<file path="src/rtl/rv32i_multicycle_ctrl.sv">
// Multi-cycle sequencer for the RV32I core: walks each instruction through
// FETCH, DECODE, EXEC, MEM and WB, and drives the PC/IR/RF strobes, the
// ALU group code and the req/ack memory handshakes around the datapath.
module rv32i_multicycle_ctrl (
    input  logic        clk,
    input  logic        rst,
    output logic        imem_req,
    input  logic        imem_ack,
    input  logic [31:0] imem_rdata,
    output logic        dmem_req,
    output logic        dmem_we,
    input  logic        dmem_ack,
    input  logic        branch_taken,
    output logic [3:0]  alu_op,
    output logic [2:0]  funct3,
    output logic        bit30,
    output logic        ir_we,
    output logic        pc_we,
    output logic [1:0]  pc_sel,
    output logic        rf_we,
    output logic [1:0]  wb_sel,
    output logic        retire,
    output logic        halt,
    output logic        illegal,
    output logic [2:0]  state
);

    typedef enum logic [2:0] {
        S_FETCH  = 3'd0,
        S_DECODE = 3'd1,
        S_EXEC   = 3'd2,
        S_MEM    = 3'd3,
        S_WB     = 3'd4,
        S_HALT   = 3'd5
    } state_t;

    typedef enum logic [3:0] {
        G_LUI    = 4'd0,
        G_AUIPC  = 4'd1,
        G_JAL    = 4'd2,
        G_JALR   = 4'd3,
        G_BRANCH = 4'd4,
        G_LOAD   = 4'd5,
        G_STORE  = 4'd6,
        G_OPIMM  = 4'd7,
        G_OP     = 4'd8,
        G_FENCE  = 4'd9,
        G_SYSTEM = 4'd10
    } grp_t;

    state_t     state_q, state_d;
    grp_t       grp_q, dec_grp;
    logic [6:0] opcode_q;
    logic [2:0] f3_ir_q, funct3_q;
    logic       b30_ir_q, bit30_q, dec_bit30, dec_legal;
    logic       illegal_q;

    // Only opcode, funct3 and bit 30 of the instruction steer the sequencer;
    // the remaining fields go straight from memory to the datapath.
    logic unused_ir_bits;
    assign unused_ir_bits = ^{imem_rdata[31], imem_rdata[29:15], imem_rdata[11:7]};

    // Decode the latched instruction fields into a group code and legality.
    always_comb begin
        // NOTE: every variable gets a default first so no path can infer a latch.
        dec_grp   = G_LUI;
        dec_legal = 1'b1;
        case (opcode_q)
            7'b0110111: dec_grp = G_LUI;
            7'b0010111: dec_grp = G_AUIPC;
            7'b1101111: dec_grp = G_JAL;
            7'b1100111: dec_grp = G_JALR;
            7'b1100011: dec_grp = G_BRANCH;
            7'b0000011: dec_grp = G_LOAD;
            7'b0100011: dec_grp = G_STORE;
            7'b0010011: dec_grp = G_OPIMM;
            7'b0110011: dec_grp = G_OP;
            7'b0001111: dec_grp = G_FENCE;
            7'b1110011: dec_grp = G_SYSTEM;
            default:    dec_legal = 1'b0;
        endcase
        dec_bit30 = 1'b0;
        if (dec_legal && (dec_grp == G_OP || (dec_grp == G_OPIMM && f3_ir_q == 3'b101)))
            dec_bit30 = b30_ir_q;
    end

    // Next-state logic and Moore strobes; reset forces every output low.
    always_comb begin
        state_d  = state_q;
        imem_req = 1'b0;
        dmem_req = 1'b0;
        dmem_we  = 1'b0;
        ir_we    = 1'b0;
        pc_we    = 1'b0;
        pc_sel   = 2'b00;
        rf_we    = 1'b0;
        wb_sel   = 2'b00;
        retire   = 1'b0;
        halt     = 1'b0;
        case (state_q)
            S_FETCH: begin
                imem_req = 1'b1;
                if (imem_ack) begin
                    ir_we   = 1'b1;
                    state_d = S_DECODE;
                end
            end
            S_DECODE: begin
                if (!dec_legal || dec_grp == G_SYSTEM) begin
                    state_d = S_HALT;
                end else if (dec_grp == G_FENCE) begin
                    pc_we   = 1'b1;
                    retire  = 1'b1;
                    state_d = S_FETCH;
                end else begin
                    state_d = S_EXEC;
                end
            end
            S_EXEC: begin
                if (grp_q == G_LOAD || grp_q == G_STORE) begin
                    state_d = S_MEM;
                end else if (grp_q == G_BRANCH) begin
                    pc_we   = 1'b1;
                    pc_sel  = branch_taken ? 2'b01 : 2'b00;
                    retire  = 1'b1;
                    state_d = S_FETCH;
                end else begin
                    state_d = S_WB;
                end
            end
            S_MEM: begin
                dmem_req = 1'b1;
                dmem_we  = (grp_q == G_STORE);
                if (dmem_ack) begin
                    if (grp_q == G_STORE) begin
                        pc_we   = 1'b1;
                        retire  = 1'b1;
                        state_d = S_FETCH;
                    end else begin
                        state_d = S_WB;
                    end
                end
            end
            S_WB: begin
                rf_we   = 1'b1;
                pc_we   = 1'b1;
                retire  = 1'b1;
                state_d = S_FETCH;
                case (grp_q)
                    G_LOAD:         wb_sel = 2'b01;
                    G_JAL, G_JALR:  wb_sel = 2'b10;
                    G_LUI:          wb_sel = 2'b11;
                    default:        wb_sel = 2'b00;
                endcase
                case (grp_q)
                    G_JAL:   pc_sel = 2'b01;
                    G_JALR:  pc_sel = 2'b10;
                    default: pc_sel = 2'b00;
                endcase
            end
            S_HALT:  halt = 1'b1;
            default: state_d = S_FETCH;
        endcase
        alu_op  = grp_q;
        funct3  = funct3_q;
        bit30   = bit30_q;
        illegal = illegal_q;
        state   = state_q;
        if (rst) begin
            state_d  = S_FETCH;
            imem_req = 1'b0;
            dmem_req = 1'b0;
            dmem_we  = 1'b0;
            ir_we    = 1'b0;
            pc_we    = 1'b0;
            pc_sel   = 2'b00;
            rf_we    = 1'b0;
            wb_sel   = 2'b00;
            retire   = 1'b0;
            halt     = 1'b0;
            alu_op   = 4'b0000;
            funct3   = 3'b000;
            bit30    = 1'b0;
            illegal  = 1'b0;
            state    = 3'd0;
        end
    end

    // State register, IR field latch and the ALU-control registers.
    always_ff @(posedge clk) begin
        // NOTE: sequential state uses non-blocking assignments so every register
        // samples pre-edge values regardless of statement order.
        if (rst) begin
            // NOTE: all control registers reset, since downstream decode sees them
            // directly; the datapath IR/PC are owned elsewhere.
            state_q   <= S_FETCH;
            grp_q     <= G_LUI;
            funct3_q  <= 3'b000;
            bit30_q   <= 1'b0;
            illegal_q <= 1'b0;
            opcode_q  <= 7'd0;
            f3_ir_q   <= 3'b000;
            b30_ir_q  <= 1'b0;
        end else begin
            state_q <= state_d;
            if (ir_we) begin
                opcode_q <= imem_rdata[6:0];
                f3_ir_q  <= imem_rdata[14:12];
                b30_ir_q <= imem_rdata[30];
            end
            if (state_q == S_DECODE) begin
                grp_q    <= dec_grp;
                funct3_q <= f3_ir_q;
                bit30_q  <= dec_bit30;
                if (!dec_legal)
                    illegal_q <= 1'b1;
            end
        end
    end

endmodule

</file>
<file path="config.mk">
export PLATFORM = sky130hd
export DESIGN_NAME = rv32i_multicycle_ctrl
export DESIGN_NICKNAME = d
export VERILOG_FILES = /design/src/rtl/rv32i_multicycle_ctrl.sv
export SDC_FILE = /design/constraint.sdc
export NUM_CORES = 1
export LEC_CHECK = 0
export ABC_AREA = 1
export CAP_MARGIN = 10
export CORE_MARGIN = 4
export CORE_UTILIZATION = 35
export DETAILED_ROUTE_END_ITERATION = 12
export PLACE_DENSITY_LB_ADDON = 0.25
export SLEW_MARGIN = 25
export SYNTH_ARGS = -nofsm -noshare
export SYNTH_HDL_FRONTEND = slang
export SYNTH_SLANG_ARGS = --single-unit
</file>
<file path="constraint.sdc">
create_clock -name clk -period 2.51 [get_ports clk]
set_input_delay 0.753 -clock clk [delete_from_list [all_inputs] [get_ports clk]]
set_output_delay 0.753 -clock clk [all_outputs]
set_load 0.01 [all_outputs]
</file>
==> results.ini, run 1 <==
[floorplanning]
initial_core_util=0.372
core_area_um2=3740
die_x_um=71.1
die_h_um=71.1
io_pins=61
rows=22
die-area_um2=5060

[setup_path]
cp_cell_sequence=dlygate4sd2_1, buf_6, buf_4, nor2_2, clkdlybuf4s15_2
crit_arrival_ns=1.69
slowest_stage=dlygate4sd2_1
end_kind=output port
start_kind=input port
crit_type=in -> out
required_ns=1.76
cpPeakStageDelay_ns=0.24
critPathMaxFanout=7

[yosys]
synth-simple-area-share=0.405
synth_nets=251
synth_top_family_by_area=simple AND/OR/NAND/NOR gates
ys_seq_area_frac=0.330
synth.avg_cell_area_um2=6.51
synth_area_leaders=dfxtp_1, nand2_1, nor2_1
synthCells=214
yosys_warnings=0
synth_compound_area_frac=0.144
synth_top_area_cell=dfxtp_1
synth_xor_area_frac=0
muxShareOfSynthArea=0
synth_top_area_share=0.330
synth_fa_ha_area_frac=0
synth_cell_types=28
ys_ff_latch=23
syn-cell-area_um2=1390

[sta]
setup_slack_ns=0.0662
setup_viol=0
finalHoldViolCount=0
timing.final.crit_period_ns=2.44
drv_slew=0
clock.fmax_ghz=0.409
skew_ns=0.00153
slew_headroom=0.771
rsz0062_at_grt=no
worst_pin_slew_ns=0.341
timing.final.crit_share=0.974

[routing]
ant_nets=0
vias_per_cell=4.63
post_drt_wl_per_cell_um=10.5
detail_route.first_pass.iterations=4
vias=1431
routed_wl_um=3260
drt_iter0_markers=42
drc=0

[run_status]
status=finished clean

[power]
power_density_nw_per_um2=725
p_sw_frac=0.406
p_switching_uw=563
combPwrFrac=0.449
leakage_uw=0.000864
p_clk_frac=0.161
p_int_uw=823
peakVddDrop_mv=0.435
p_seq_frac=0.390

[cells_and_area]
final_cell_mix=nand2_1, nor2_1, dfxtp_1, inv_1, dlygate4sd2_1
syn2layout_area_growth_pct=37.2
final_layout_size_suffix_gt1_frac=0.264
nNetsFinal=299
finalNonFillerCells=309
layout_commonest_cell=nand2_1
n_antenna_cell=0

[global_routing]
grt_pass1_wl_um=6080
grt.overflow.total=0
grt_start_max_net_pins=23
antenna_found_initial=0
grt_pass1_vias=1356
grt_use_total=0.143

[clock_network]
clock_path_buffers=2
clkLatencyLatePin_ns=0.26
numCtsBuffers=3
cts_num_sinks=23
htreeDepth=1
cts_setup_buffers=0
cts_tree=yes
clockRootBuffer=clkbuf_8
clk_pin_slew_ns=0.07

[flow_run]
cap_violations=0

[placed_design]
placedCellCount=305
pre_cts_ws_ns=-0.512
io_buffers=39
gp_congestion=0.892
hpwl_um=2510

[min_path]
hold_path.class=reg -> reg

## power by group through the flow
stage	logic [uW]	clock network, uW	registers (uW)
2_1_floorplan	432	0	535
3_3_place_gp	642	0	541
3_5_place_dp	646	0	546
4_1_cts	617	230	537
5_1_grt	714	247	556
6_report	622	223	541
## synthesized netlist by cell type, drive strengths merged
master / count
buf: 7
nand4: 1
nor2: 36
o21ai: 15
o31ai: 5
nand3: 10
a31oi: 1
o211ai: 3
a21oi: 9
nand2: 61
o22ai: 1
nand3b: 1
a211oi: 1
nor3: 6
dfxtp: 23
clkbuf: 1
inv: 30
nor4: 3
## per-layer routing
| metal | part of all wire | up-vias | global-route usage |
|---|---|---|---|
| met5 | 0 | - | 0 |
| met4 | 0.014 | 0 | 0.0376 |
| met3 | 0.049 | 5 | 0.0270 |
| met2 | 0.44 | 33 | 0.232 |
| met1 | 0.49 | 621 | 0.193 |
| li1 | - | 772 | - |
## registers in the layout, summed over array words and instances, names as in the netlist
signal and flops:
illegal_q 1, bit30_q 1, opcode_q 7, grp_q 4
f3_ir_q 3, b30_ir_q 1, funct3_q 3, state_q 3
## final cells by class
class,count,area [um^2]
multi-input cells,153,796
well taps,48,60.1
inverters,30,113
fillers,415,1830
flip-flops and latches,23,460
clock buffers,4,45.0
repair buffers,51,438
## kinds of logic after synthesis
| kind of cell | Yosys count |
|---|---|
| and+or+nand+nor | 118 |
| buffers and inverters | 38 |
| AOI/OAI and AO/OA | 35 |
| DFF | 23 |
## worst paths after layout
| check | startpoint | to | slack (ns) | cells past startpoint |
|---|---|---|---|---|
| worst max-delay path | rst | halt | 0.07 | 5 |
| worst min-delay path | funct3_q[2] | funct3_q[2] | 0.45 | 2 |
| worst max register to register | state_q[2] | opcode_q[4] | 1.17 | 5 |
| worst min register to register | funct3_q[2] | funct3_q[2] | 0.45 | 2 |
## stage by stage
stage | area (um^2) | hold slack [ns] | TNS, ns | total power [uW] | util
floorplan | 1390 | 0.431 | 0 | 968 | -
global placement | 1880 | 0.440 | -10.08 | 1180 | 0.502
detailed placement | 1880 | 0.441 | -10.11 | 1190 | 0.502
CTS | 1900 | 0.453 | 0 | 1380 | 0.508
global route | 1910 | 0.470 | 0 | 1520 | 0.511
finish | 1910 | 0.450 | 0 | 1390 | 0.511
## repair_timing
item / 4_1_cts / 5_1_grt
setup endpoints to repair: 24 / 3
hold buffers: 0 / 0
hold endpoints to repair: 0 / 0
pin swaps: 3 / 0
resized for setup: 69 / 3
## worst max-delay path: cells and delay by family
kind,cells,cell delay [ns]
buf+inv,4,0.78
simple gates,1,0.15
Note: power is estimated with default switching activity, not from simulation.
==> run 2, diff against run 1 <==
--- a/config.mk
+++ b/config.mk
@@ -7,8 +7,10 @@
 export LEC_CHECK = 0
 export ABC_AREA = 1
+export ABC_CLOCK_PERIOD_IN_PS = 2510
 export CAP_MARGIN = 10
 export CORE_MARGIN = 4
 export CORE_UTILIZATION = 35
 export DETAILED_ROUTE_END_ITERATION = 12
+export HOLD_SLACK_MARGIN = 0.15
 export PLACE_DENSITY_LB_ADDON = 0.25
 export SLEW_MARGIN = 25
==> constraint.sdc (replaced) <==
create_clock -name clk -period 2.51 [get_ports clk]
set_input_delay 0.753 -clock clk [delete_from_list [all_inputs] [get_ports clk]]
set_output_delay 0.753 -clock clk [all_outputs]
set_load 0.005 [all_outputs]
==> results.ini, run 2 (synthesized netlist as in run 1, its figures left out) <==
[power]
p_total_uw=1400  ; +1.1%
p_int_uw=837  ; +1.8%
combPwrFrac=0.446  ; -0.003
power_density_nw_per_um2=707  ; -2.5%
p_clk_frac=0.159  ; -0.002
leakage_uw=0.000886  ; +2.5%
p_sw_frac=0.402  ; -0.00390
p_switching_uw=564  ; +0.14%
peakVddDrop_mv=0.349  ; -20%
p_seq_frac=0.395  ; +0.005

[cells_and_area]
final_cell_mix=nand2_1, nor2_1, dfxtp_1, inv_1, nand2_2
finalNonFillerCells=312  ; +0.97%
largest-register=opcode_q
syn2layout_area_growth_pct=42.2
n_antenna_cell=0  ; unchanged
final_layout_size_suffix_gt1_frac=0.295  ; +0.0311
layout_commonest_cell=nand2_1
nNetsFinal=302  ; +1.0%
largestRegisters=opcode_q x7, grp_q x4
largest_reg_flops=7  ; unchanged

[setup_path]
cpPeakStageDelay_ns=0.24  ; about the same
slowest_stage=dlygate4sd2_1
r2r_start=opcode_q[5]
start_kind=input port
r2r_slack_ns=1.16  ; about the same
required_ns=1.76  ; about the same
crit_arrival_ns=1.68  ; about the same
worstSetupPathDepth=6  ; +1
r2r-end=state_q[2]
end_kind=output port
rr_worst_depth=11  ; +6
cp_cell_sequence=dlygate4sd2_1, buf_6, buf_4, buf_8, nor2_2, clkdlybuf4s15_2
cp_top_family=buffers and inverters
crit_type=in -> out
worst-path-buf-inv=5  ; +1
critPathMaxFanout=7  ; unchanged

[sta]
slew_headroom=0.790  ; +0.0195
fin_hold_ws_ns=0.451  ; +0.000822 ns
drv_slew=0  ; unchanged
skew_ns=0.00327  ; +0.00174 ns
setup_tns_ns=0  ; unchanged
rsz0062_at_grt=no
worst_pin_slew_ns=0.313  ; -0.0279 ns
timing.final.crit_period_ns=2.44  ; -0.00739 ns
setup_viol=0  ; unchanged
clock.fmax_ghz=0.410  ; +0.30%
finalHoldViolCount=0  ; unchanged
timing.final.crit_share=0.971  ; -0.00294

[floorplanning]
die_h_um=71.1  ; unchanged
core_area_um2=3740  ; unchanged
die_x_um=71.1  ; unchanged
initial_core_util=0.372  ; unchanged
die-area_um2=5060  ; unchanged
rows=22  ; unchanged
io_pins=61  ; unchanged

[clock_network]
cts_num_sinks=23  ; unchanged
clock_path_buffers=2  ; unchanged
clockRootBuffer=clkbuf_8
cts_tree=yes
clkLatencyLatePin_ns=0.26  ; about the same
htreeDepth=1  ; unchanged
numCtsBuffers=3  ; unchanged
clk_pin_slew_ns=0.08  ; about the same

[min_path]
hold_path.class=reg -> reg
hold_end=funct3_q[2]
worstHoldStart=funct3_q[2]
min_path_cells=2  ; unchanged

[global_routing]
grt.overflow.total=0  ; unchanged
grt_start_max_net_pins=23  ; unchanged
grt_use_total=0.132  ; -0.0109
grt_pass1_vias=1258  ; -7.2%
grt_pass1_wl_um=5500  ; -9.5%
antenna_found_initial=0  ; unchanged

[routing]
ant_nets=0  ; unchanged
drt_iter0_markers=62  ; +48%
routed_wl_um=3260  ; about the same
detail_route.first_pass.iterations=4  ; unchanged
vias_per_cell=4.64  ; +0.28%
vias=1449  ; +1.3%
drc=0  ; unchanged
post_drt_wl_per_cell_um=10.4  ; -0.87%

[placed_design]
hpwl_um=2540  ; +1.3%
io_buffers=39  ; unchanged
placedCellCount=305  ; unchanged
gp_congestion=0.879  ; -1.5%

[run_status]
status=finished clean

[flow_run]
cap_violations=0  ; unchanged

## run 2: cell count changes in the layout (fill, tap and decap cells not counted), sizes merged
cell / previous run / this run
dlygate4sd2: 15 / 13
dlymetal6s2s: 0 / 1
clkdlybuf4s15: 4 / 7
buf: 20 / 21
## run 2: layout make-up
| cell class | count | area (um^2) |
|---|---|---|
| fill | 408 | 1760 |
| multi-input combinational | 153 | 825 |
| timing repair buffer | 54 | 474 |
| sequential | 23 | 465 |
| inverter | 30 | 113 |
| tap | 48 | 60.1 |
| clock buffer | 4 | 45.0 |
## run 2: metal layers
| layer | wire length (um) | GRT usage | vias up |
|---|---|---|---|
| met4 | 41 | 0.0334 | 0 |
| met5 | 0 | 0 | - |
| met1 | 1550 | 0.175 | 638 |
| met3 | 174 | 0.0341 | 4 |
| li1 | - | - | 782 |
| met2 | 1490 | 0.212 | 25 |
## run 2: how the worst max path moves through the flow
stage | start | to | slack [ns]
5_1_grt | rst | pc_sel[0] | 0.006
6_report | rst | funct3[0] | 0.07
3_5_place_dp | rst | imem_req | -0.51
4_1_cts | imem_ack | ir_we | 0.01
2_1_floorplan | rst | retire | 0.40
3_3_place_gp | rst | ir_we | -0.49
## run 2: power by group through the flow
stage,clock [uW],combinational [uW],sequential [uW]
after floorplan,0,412,535
after global placement,0,620,541
after detailed placement,0,627,545
after CTS,230,611,537
after global routing,244,713,567
final,223,625,553
## run 2: metrics by stage
stage / cell area, um^2 / utilization / setup slack, ns
finish: 1980 / 0.529 / 0.0736
global route: 1980 / 0.529 / 0.00629
CTS: 1940 / 0.518 / 0.0149
detailed placement: 1880 / 0.502 / -0.506
global placement: 1880 / 0.502 / -0.489
floorplan: 1390 / - / 0.397
## run 2: repair_timing
item	4_1_cts	5_1_grt
buffers inserted	2	1
pin swaps	3	3
setup endpoints to repair	24	5
endpoints found under the hold margin	0	0
gates resized for setup	66	12
hold buffers	0	0
## run 2: worst reg2reg max path: stages, from the launching register on
cell	delay (ns)
dfxtp_1	0.43
nand2_2	0.10
nor2_2	0.12
nand2_1	0.06
nand2_1	0.10
nor2_2	0.06
nand2_2	0.08
nand2_1	0.05
nand2_1	0.07
nand2_1	0.06
nand2_1	0.07
nand2_1	0.05
